## config.mk

```make
export PLATFORM = sky130hd
export DESIGN_NAME = data_memory_arbiter_flat
export DESIGN_NICKNAME = d
export VERILOG_FILES = /design/src/rtl/data_memory_arbiter_if.sv /design/src/rtl/data_memory_arbiter.sv /design/src/flat_wrapper.sv
export SDC_FILE = /design/constraint.sdc
export NUM_CORES = 1
export LEC_CHECK = 0
export ABC_CLOCK_PERIOD_IN_PS = 3400
export CORE_AREA = 4 4 115 117
export DETAILED_ROUTE_END_ITERATION = 12
export DIE_AREA = 0 0 119 121
export DONT_BUFFER_PORTS = 1
export GPL_ROUTABILITY_DRIVEN = 0
export PLACE_DENSITY = 0.47
export SLEW_MARGIN = 10
export SYNTH_ARGS = -nofsm -noshare
export SYNTH_HDL_FRONTEND = slang
export SYNTH_SLANG_ARGS = --single-unit
```

## constraint.sdc

```tcl
create_clock -name clk -period 3.4 [get_ports clk]
set_input_delay 0.85 -clock clk [delete_from_list [all_inputs] [get_ports clk]]
set_output_delay 0.85 -clock clk [all_outputs]
set_load 0.01 [all_outputs]
```

## src/rtl/data_memory_arbiter_if.sv

```systemverilog
// Bus bundle between the data-memory arbiter and its three neighbours:
// the pipeline memory stage (cpu), the burst loader (ldr) and the
// single-port data memory (mem).
//
// Ports carried:
//   cpu : i_cpu_req, i_cpu_we, i_cpu_addr, i_cpu_wdata -> o_cpu_stall, o_cpu_rdata
//   ldr : i_ldr_req, i_ldr_we, i_ldr_addr, i_ldr_len, i_ldr_wdata
//         -> o_ldr_gnt, o_ldr_rdata, o_ldr_done
//   mem : o_mem_we, o_mem_addr, o_mem_wdata -> i_mem_rdata (combinational read)
//
// Modport slave is taken by the arbiter; modport master by whatever drives
// the arbiter's requests and models the memory.
interface data_memory_arbiter_if;
  logic        i_cpu_req;
  logic        i_cpu_we;
  logic [31:0] i_cpu_addr;
  logic [31:0] i_cpu_wdata;
  logic        o_cpu_stall;
  logic [31:0] o_cpu_rdata;

  logic        i_ldr_req;
  logic        i_ldr_we;
  logic [31:0] i_ldr_addr;
  logic [3:0]  i_ldr_len;
  logic [31:0] i_ldr_wdata;
  logic        o_ldr_gnt;
  logic [31:0] o_ldr_rdata;
  logic        o_ldr_done;

  logic        o_mem_we;
  logic [31:0] o_mem_addr;
  logic [31:0] o_mem_wdata;
  logic [31:0] i_mem_rdata;

  modport slave (
    input  i_cpu_req, i_cpu_we, i_cpu_addr, i_cpu_wdata,
    output o_cpu_stall, o_cpu_rdata,
    input  i_ldr_req, i_ldr_we, i_ldr_addr, i_ldr_len, i_ldr_wdata,
    output o_ldr_gnt, o_ldr_rdata, o_ldr_done,
    output o_mem_we, o_mem_addr, o_mem_wdata,
    input  i_mem_rdata
  );

  modport master (
    output i_cpu_req, i_cpu_we, i_cpu_addr, i_cpu_wdata,
    input  o_cpu_stall, o_cpu_rdata,
    output i_ldr_req, i_ldr_we, i_ldr_addr, i_ldr_len, i_ldr_wdata,
    input  o_ldr_gnt, o_ldr_rdata, o_ldr_done,
    input  o_mem_we, o_mem_addr, o_mem_wdata,
    output i_mem_rdata
  );
endinterface

```

## src/rtl/data_memory_arbiter.sv

```systemverilog
// Data-memory arbiter: shares one single-port data memory between the
// pipeline memory stage (single accesses, highest priority) and a burst
// loader (1..16 beat bursts). A loader kept waiting by a busy memory stage
// is forced in after STARVE_LIMIT contended idle cycles. While a burst runs,
// the memory stage is stalled whenever it requests.
//
// Ports:
//   clk  : clock, all state updates on its rising edge
//   rst  : synchronous active-high reset
//   bus  : data_memory_arbiter_if.slave (cpu, loader and memory signals)
// Parameter:
//   STARVE_LIMIT : contended idle cycles before a loader grant is forced (1..255)
module data_memory_arbiter #(
  parameter int unsigned STARVE_LIMIT = 8
) (
  input  logic                  clk,
  input  logic                  rst,
  data_memory_arbiter_if.slave  bus
);

  localparam logic [7:0] LIMIT = 8'(STARVE_LIMIT);

  typedef enum logic [1:0] {
    IDLE,
    BURST,
    DONE
  } state_t;

  state_t      state;
  logic [7:0]  wait_cnt;
  logic [3:0]  beat;
  logic [3:0]  len;
  logic [31:0] base;
  logic        we;

  logic        grant;
  logic [31:0] beat_addr;

  // The memory stage wins an idle cycle unless the loader has waited long enough.
  assign grant = (state == IDLE) && bus.i_ldr_req &&
                 (!bus.i_cpu_req || (wait_cnt == LIMIT));

  // Word step on top of the base keeps the base's low two bits untouched
  // and wraps naturally at 2^32.
  assign beat_addr = base + {26'd0, beat, 2'b00};

  // Arbitration state, burst bookkeeping and starvation counter.
  always_ff @(posedge clk) begin
    if (rst) begin
      state    <= IDLE;
      wait_cnt <= 8'd0;
      beat     <= 4'd0;
      len      <= 4'd0;
      base     <= 32'd0;
      we       <= 1'b0;
    end else begin
      case (state)
        IDLE: begin
          if (grant) begin
            state    <= BURST;
            base     <= bus.i_ldr_addr;
            we       <= bus.i_ldr_we;
            len      <= bus.i_ldr_len;
            beat     <= 4'd0;
            wait_cnt <= 8'd0;
          end else if (!bus.i_ldr_req) begin
            wait_cnt <= 8'd0;
          end else if (wait_cnt != LIMIT) begin
            wait_cnt <= wait_cnt + 8'd1;
          end
        end
        BURST: begin
          if (beat == len) begin
            state <= DONE;
            beat  <= 4'd0;
          end else begin
            beat <= beat + 4'd1;
          end
        end
        DONE: begin
          state <= IDLE;
        end
        default: begin
          state <= IDLE;
        end
      endcase
    end
  end

  // Memory port steering and handshake outputs. Reset overrides the
  // state so that an interrupted burst cannot write or report completion.
  always_comb begin
    bus.o_mem_addr  = bus.i_cpu_addr;
    bus.o_mem_wdata = bus.i_cpu_wdata;
    bus.o_mem_we    = bus.i_cpu_req & bus.i_cpu_we;
    bus.o_cpu_stall = 1'b0;
    bus.o_ldr_gnt   = 1'b0;
    bus.o_ldr_rdata = 32'd0;
    bus.o_ldr_done  = 1'b0;
    if (rst) begin
      bus.o_mem_we    = 1'b0;
      bus.o_cpu_stall = bus.i_cpu_req;
    end else if (state == BURST) begin
      bus.o_mem_addr  = beat_addr;
      bus.o_mem_wdata = bus.i_ldr_wdata;
      bus.o_mem_we    = we;
      bus.o_cpu_stall = bus.i_cpu_req;
      bus.o_ldr_gnt   = 1'b1;
      bus.o_ldr_rdata = bus.i_mem_rdata;
    end else if (state == DONE) begin
      bus.o_ldr_done = 1'b1;
    end
  end

  assign bus.o_cpu_rdata = bus.i_mem_rdata;

endmodule

```

## src/flat_wrapper.sv

```systemverilog
// flat-port wrapper written by rule: the top's interface ports become plain ports
module data_memory_arbiter_flat 
#(
  parameter int unsigned STARVE_LIMIT = 8
)
  (clk, rst, bus_i_cpu_req, bus_i_cpu_we, bus_i_cpu_addr, bus_i_cpu_wdata, bus_o_cpu_stall, bus_o_cpu_rdata, bus_i_ldr_req, bus_i_ldr_we, bus_i_ldr_addr, bus_i_ldr_len, bus_i_ldr_wdata, bus_o_ldr_gnt, bus_o_ldr_rdata, bus_o_ldr_done, bus_o_mem_we, bus_o_mem_addr, bus_o_mem_wdata, bus_i_mem_rdata);
  data_memory_arbiter_if bus_i ();
  input  logic clk;
  input  logic rst;
  input wire logic [$bits(bus_i.i_cpu_req)-1:0] bus_i_cpu_req;
  input wire logic [$bits(bus_i.i_cpu_we)-1:0] bus_i_cpu_we;
  input wire logic [$bits(bus_i.i_cpu_addr)-1:0] bus_i_cpu_addr;
  input wire logic [$bits(bus_i.i_cpu_wdata)-1:0] bus_i_cpu_wdata;
  output wire logic [$bits(bus_i.o_cpu_stall)-1:0] bus_o_cpu_stall;
  output wire logic [$bits(bus_i.o_cpu_rdata)-1:0] bus_o_cpu_rdata;
  input wire logic [$bits(bus_i.i_ldr_req)-1:0] bus_i_ldr_req;
  input wire logic [$bits(bus_i.i_ldr_we)-1:0] bus_i_ldr_we;
  input wire logic [$bits(bus_i.i_ldr_addr)-1:0] bus_i_ldr_addr;
  input wire logic [$bits(bus_i.i_ldr_len)-1:0] bus_i_ldr_len;
  input wire logic [$bits(bus_i.i_ldr_wdata)-1:0] bus_i_ldr_wdata;
  output wire logic [$bits(bus_i.o_ldr_gnt)-1:0] bus_o_ldr_gnt;
  output wire logic [$bits(bus_i.o_ldr_rdata)-1:0] bus_o_ldr_rdata;
  output wire logic [$bits(bus_i.o_ldr_done)-1:0] bus_o_ldr_done;
  output wire logic [$bits(bus_i.o_mem_we)-1:0] bus_o_mem_we;
  output wire logic [$bits(bus_i.o_mem_addr)-1:0] bus_o_mem_addr;
  output wire logic [$bits(bus_i.o_mem_wdata)-1:0] bus_o_mem_wdata;
  input wire logic [$bits(bus_i.i_mem_rdata)-1:0] bus_i_mem_rdata;
  assign bus_i.i_cpu_req = bus_i_cpu_req;
  assign bus_i.i_cpu_we = bus_i_cpu_we;
  assign bus_i.i_cpu_addr = bus_i_cpu_addr;
  assign bus_i.i_cpu_wdata = bus_i_cpu_wdata;
  assign bus_o_cpu_stall = bus_i.o_cpu_stall;
  assign bus_o_cpu_rdata = bus_i.o_cpu_rdata;
  assign bus_i.i_ldr_req = bus_i_ldr_req;
  assign bus_i.i_ldr_we = bus_i_ldr_we;
  assign bus_i.i_ldr_addr = bus_i_ldr_addr;
  assign bus_i.i_ldr_len = bus_i_ldr_len;
  assign bus_i.i_ldr_wdata = bus_i_ldr_wdata;
  assign bus_o_ldr_gnt = bus_i.o_ldr_gnt;
  assign bus_o_ldr_rdata = bus_i.o_ldr_rdata;
  assign bus_o_ldr_done = bus_i.o_ldr_done;
  assign bus_o_mem_we = bus_i.o_mem_we;
  assign bus_o_mem_addr = bus_i.o_mem_addr;
  assign bus_o_mem_wdata = bus_i.o_mem_wdata;
  assign bus_i.i_mem_rdata = bus_i_mem_rdata;
  data_memory_arbiter #(.STARVE_LIMIT(STARVE_LIMIT)) u_core (.clk(clk), .rst(rst), .bus(bus_i));
endmodule
```

# After elaboration in Yosys (flattened, before gate mapping)
# Index checks and enable logic that the tools add are counted.
[totals]
output_inout_bits = 132
reg_bits = 51
word_cells = 52
input_bits = 170
[classes]
n_mux = 24
n_reduce_logical = 10
n_eq_ne = 8
n_addsub = 3
n_bitwise = 1
[ops]
columns = ["cell", "n"]
rows = [
  ["32-bit 2-to-1 mux", 6],
  ["32-bit by 6-bit adder with 32-bit output", 1],
  ["8-bit 2-to-1 mux", 3],
  ["1-bit 2-to-1 mux", 9],
  ["8-bit by 1-bit adder with 8-bit output (second input constant)", 1],
  ["8-bit by 4-bit == test with 1-bit output (second input constant)", 1],
  ["4-bit 2-to-1 mux", 2],
  ["8-bit by 4-bit inequality test with 1-bit output (second input constant)", 1],
  ["4-bit case mux with 2 select lines", 1],
  ["2-bit AND reduction", 4],
  ["4-bit by 1-bit adder with 4-bit output (second input constant)", 1],
  ["4-bit == test", 1],
  ["2-bit 2-to-1 mux", 2],
  ["2-bit by 1-bit inequality test with 1-bit output (second input constant)", 2],
  ["2-bit case mux with 2 select lines", 1],
  ["3-bit by 1-bit inequality test with 1-bit output (second input constant)", 1],
  ["2-bit by 1-bit == test with 1-bit output (second input constant)", 1],
  ["2-bit == test (second input constant)", 1],
  ["1-bit logical AND", 2],
  ["2-bit zero test", 1],
  ["2-bit nonzero test", 1],
  ["1-bit bitwise AND", 1],
  ["1-bit zero test", 1],
  ["1-bit logical OR", 1],
]

# Longest topological paths before layout
[logic_depth]
ltp_word = 5
ltp_mapped = 9
mapped_depth_nobuf = 7

# Worst setup path after synthesis
# Ideal clock, no wire load.
[synth_timing]
path_type = "flip-flop to output port"
start = "reg u_core.beat[0]"
end = "out bus_o_mem_addr[20]"
path_buffers = 0
slack_ns = 0.531
required_time_ns = 2.550
stages_incl_launch_ff = 8
arrival_ns = 2.019
cell_sequence = "dfxtp_1 -> ha_1 -> fa_1 -> a211o_1 -> o211ai_1 -> nor3_1 -> xnor2_1 -> o21ai_0"
[synth_via]
elab_chain_cells = 3
[synth_lines]
columns = ["item", "line", "text"]
rows = [
  ["start, declared", "data_memory_arbiter.sv:31", "logic [3:0] beat;"],
  ["start signal, assigned", "data_memory_arbiter.sv:77", "beat <= beat + 4'd1;"],
  ["32-bit by 6-bit adder with 32-bit output", "data_memory_arbiter.sv:45", "assign beat_addr = base + {26'd0, beat, 2'b00};"],
  ["32-bit 2-to-1 mux", "data_memory_arbiter.sv:103", "end else if (state == BURST) begin"],
  ["32-bit 2-to-1 mux", "data_memory_arbiter.sv:100", "if (rst) begin"],
  ["end, declared", "flat_wrapper.sv:25", "output wire logic [$bits(bus_i.o_mem_addr)-1:0] bus_o_mem_addr;"],
]
# Every way passes these cells.

# Worst setup path in the final report
[layout_timing]
start = "reg u_core.beat[0]"
end = "out bus_o_mem_addr[12]"
# Same word-level chain as after synthesis.

==> results.md <==
- Summed over all layers, the routed wires come to 15700 um.
- The residual overflow from global routing is 0.
- The via total after detailed routing is 3854.
- The count of routing violations after the opening detailed-route iteration is 272.
- The total of endpoints with negative setup slack in the final report is 0.
- The number of antenna violations at the first check in global routing is 3.
- For the worst setup path, the data arrival time is 2390 ps.
- Of all flip-flops after synthesis, the portion carrying an async set or reset was 0%.
- The maximum fanout along the worst path is 6.
- The core area is 0.0124 mm2.
- The area growth from synthesis to layout is 6.75%.
- The startpoint identified for the worst hold timing path is u_core.base[0].
- On the final layout, the worst hold slack is 454 ps.
- The reg-to-reg critical path endpoint is u_core.base[11].
- The cell area reported after detailed placement is 0.00398 mm2.
- The register-to-register setup slack is 1090 ps.
- The number of global-route vias before repair is 3560.
- Dividing the detail-routed via count by the number of cells gives 5.18.
- The run finished with clean final reports.
- Dividing the detail-routed wire length by the instance count gives 21.2 um.
- VDD sags by at most 0.157 mV.
- The largest single stage delay on the critical path is 370 ps.
- The yosys synthesis warning count is 0.
- Setup repair after global routing left no endpoint under its margin.
- The effective utilization at floorplan is 31.8%.
- The largest net degree at the start of global routing is 67.
- The number of hold violations in the final report is 0.
- The count of flip-flops with a built-in enable after synthesis is 0.
- The root buffer cell is clkbuf_16.
- The min-delay analysis places its worst path in the category register to register.
- The max-cap check violation count is 0.
- The final critical path time including I/O delays and setup is 3240 ps.
- The critical path is of the register to primary output type.
- During I/O placement, the number of pins put on the boundary was 302.
- The number of rows in the core area is 41.
- Among all flip-flop cells after synthesis, the most frequent one is dfxtp_1.
- The worst register-to-register path has a depth of 7.
- The relative slew slack is 47.5%.
- The die height is 121 um.
- The H-tree generated during clock tree synthesis spans 2 levels.
- TritonCTS created 5 clock buffers.
- The global-route wire length before repair is 22000 um.
- The final layout contains 747 nets.
- The final clock skew is 7.12 ps.
- The floorplan step set the die width to 119 um.
- The required arrival time at the worst endpoint is 2550 ps.
- The worst hold path passes through 2 cells.
- The register clock-pin slew on the reported worst setup and hold paths is 70 ps.
- The post-route DRC violation count is 0.
- The post-synthesis area per instance is 6.53 um2.
- The static leakage is 0.00171 uW.
- The launch instance of the worst register-to-register path is u_core.wait_cnt[0].
- The post-layout total power is 1520 uW.
- The worst setup path is launched from a register.
- The final setup TNS is 0 ps.
- The number of clock sinks is 51.
- Detailed placement ended at an HPWL of 12700 um.
- The critical path's slowest cell is dfxtp_1.
- The floorplan step defined a die boundary enclosing 0.0144 mm2.
- Counting flops and latches in the post-synthesis netlist gives 51.
- The final critical path takes up 95.4% of the cycle.
- STA classifies the critical path endpoint as a primary output.
- The count of TritonRoute iterations in the first routing pass is 5.
- The TritonCTS clock tree is built.
- The final instance area is 0.00419 mm2.
- When the netlist entered floorplanning its net count stood at 779.
- The layout cell share with drive strength beyond 1 is 9.12%.
- Once detail routing completed, the nets flagged for antenna violations numbered 0.
- The cell taking the most area after synthesis is dfxtp_1.
- By count the netlist is led by 222 x nand2_1, 51 x dfxtp_1, 46 x a21oi_1, 34 x and2_1, 33 x o21ai_0.
- For the pin with the worst max-slew slack, the measured transition is 788 ps.
- The synthesized instance count is 601.
- The maximum achievable frequency is 0.308 GHz.
- Ranked by total cell area, the synthesized netlist is headed by dfxtp_1 26%, nand2_1 21%, buf_4 6.1%, a21oi_1 5.9%, and2_1 5.4%.
- The most frequently used cell type in the post-synthesis netlist is nand2_1.
- The cell area power density is 362 mW/mm2.
- The total routing usage reported by global routing is 20.4%.
- Walking the worst path, the cells encountered are ha_2, fa_2, a211o_1, o211a_1, and3_1, xnor2_1, o21ai_0.
- No sink is reached through more buffers than the 2 on the longest clock path.
- Of the post-synthesis cell area, the dominant cell type holds 26.0%.
- The quantity of I/O buffers inserted on ports is 0.
- The synthesized netlist contains 50 unique library cells.
- The path with the worst hold slack has its endpoint at u_core.base[0].
- The cell area after synthesis is 0.00393 mm2.
- The sequential-to-total area share from yosys stat is 26.0%.
- The number of max-slew violations in the final report is 0.
- The worst-skew pair later-pin latency is 290 ps.
-- repair_timing --
| action | CTS | global route |
|---|---|---|
| hold buffers | 0 | 0 |
| endpoints found under the setup margin | 8 | 15 |
| endpoints found under the hold margin | 0 | 0 |
| cloned | 0 | 0 |
| resized for setup | 0 | 5 |
| setup buffers | 2 | 0 |
-- cell usage in the layout (no fill, tap or decap), types with 4 or more instances in the layout --
master | netlist | final
nand2_1 | 222 | 222
dfxtp_1 | 51 | 51
a21oi_1 | 46 | 45
and2_1 | 34 | 34
o21ai_0 | 33 | 32
buf_4 | 32 | 27
xnor2_1 | 20 | 20
nor2_1 | 16 | 16
nand3_1 | 13 | 13
nor3_1 | 11 | 11
xor2_1 | 11 | 11
and3_1 | 7 | 7
ha_1 | 7 | 6
nand3b_1 | 5 | 5
clkbuf_16 | 0 | 5
nor2b_1 | 4 | 4
and4_1 | 4 | 4
nand4_1 | 4 | 4
-- layout make-up --
class / instances / area [um2]
antenna: 2 / 5.00
clock buffer: 6 / 139
clock inverter: 2 / 38.8
fill: 1301 / 8170
inverter: 3 / 11.3
multi-input combinational: 479 / 2520
sequential: 51 / 1020
tap: 172 / 215
timing repair buffer: 29 / 243
-- logic make-up (layout without fill, tap and decap cells) --
| group | count (synthesis) | after routing | share of synthesized area [%] |
|---|---|---|---|
| AOI/OAI and AO/OA | 101 | 101 | 14.5 |
| xor gates and xnor gates | 31 | 31 | 6.91 |
| adders and majority gates | 8 | 8 | 2.74 |
| buffers and inverters | 71 | 40 | 10.4 |
| DFF | 51 | 51 | 26.0 |
| other | 0 | 2 | 0 |
| and+or+nand+nor | 339 | 339 | 39.4 |
-- report_power, final --
group          total, uW  internal, uW  switching (uW)
clock network        602           370             232
registers            649           621            27.9
logic                266          89.4             176
total               1520          1080             436
-- metrics by stage --
stage               worst slack (ps)  util, %  cells
finish                           157     33.9    744
global route                    6.09     33.9    743
CTS                             54.5     33.8    742
detailed placement               197     32.2    732
global placement                 205     32.2    732
floorplan                        531        -    601
-- registers in the layout (all words and copies together), names as in the netlist --
register         count
u_core.base         32
u_core.wait_cnt      8
u_core.beat          4
u_core.len           4
u_core.state         2
u_core.we            1
-- how the worst max path moves through the flow --
stage                              end  slack, ps  cells after the start      startpoint
floorplan           bus_o_mem_addr[20]        530                      7  u_core.beat[0]
global placement    bus_o_mem_addr[20]        210                      7  u_core.beat[0]
detailed placement  bus_o_mem_addr[20]        200                      7  u_core.beat[0]
CTS                  bus_o_mem_addr[9]         50                      8  u_core.beat[1]
global route        bus_o_mem_addr[30]          6                      9  u_core.beat[0]
finish              bus_o_mem_addr[12]        160                      7  u_core.beat[0]
-- worst max-delay path: cells and delay by family, from the launching register on --
| kind | cells | cell delay [ps] |
|---|---|---|
| AND/OR/NAND/NOR | 1 | 200 |
| flip-flops | 1 | 370 |
| XOR/XNOR | 1 | 130 |
| adder cells (fa/ha/maj) | 2 | 580 |
| AO/OA/AOI/OAI | 3 | 820 |
-- per-layer routing --
layer / share of wire [%] / global-route usage [%] / vias to the layer above
li1: - / - / 1880
met1: 39 / 25.2 / 1763
met2: 44 / 29.8 / 198
met3: 16 / 13.1 / 13
met4: 1.2 / 4.49 / 0
met5: 0 / 0 / -
(Power assumes the default switching activity.)
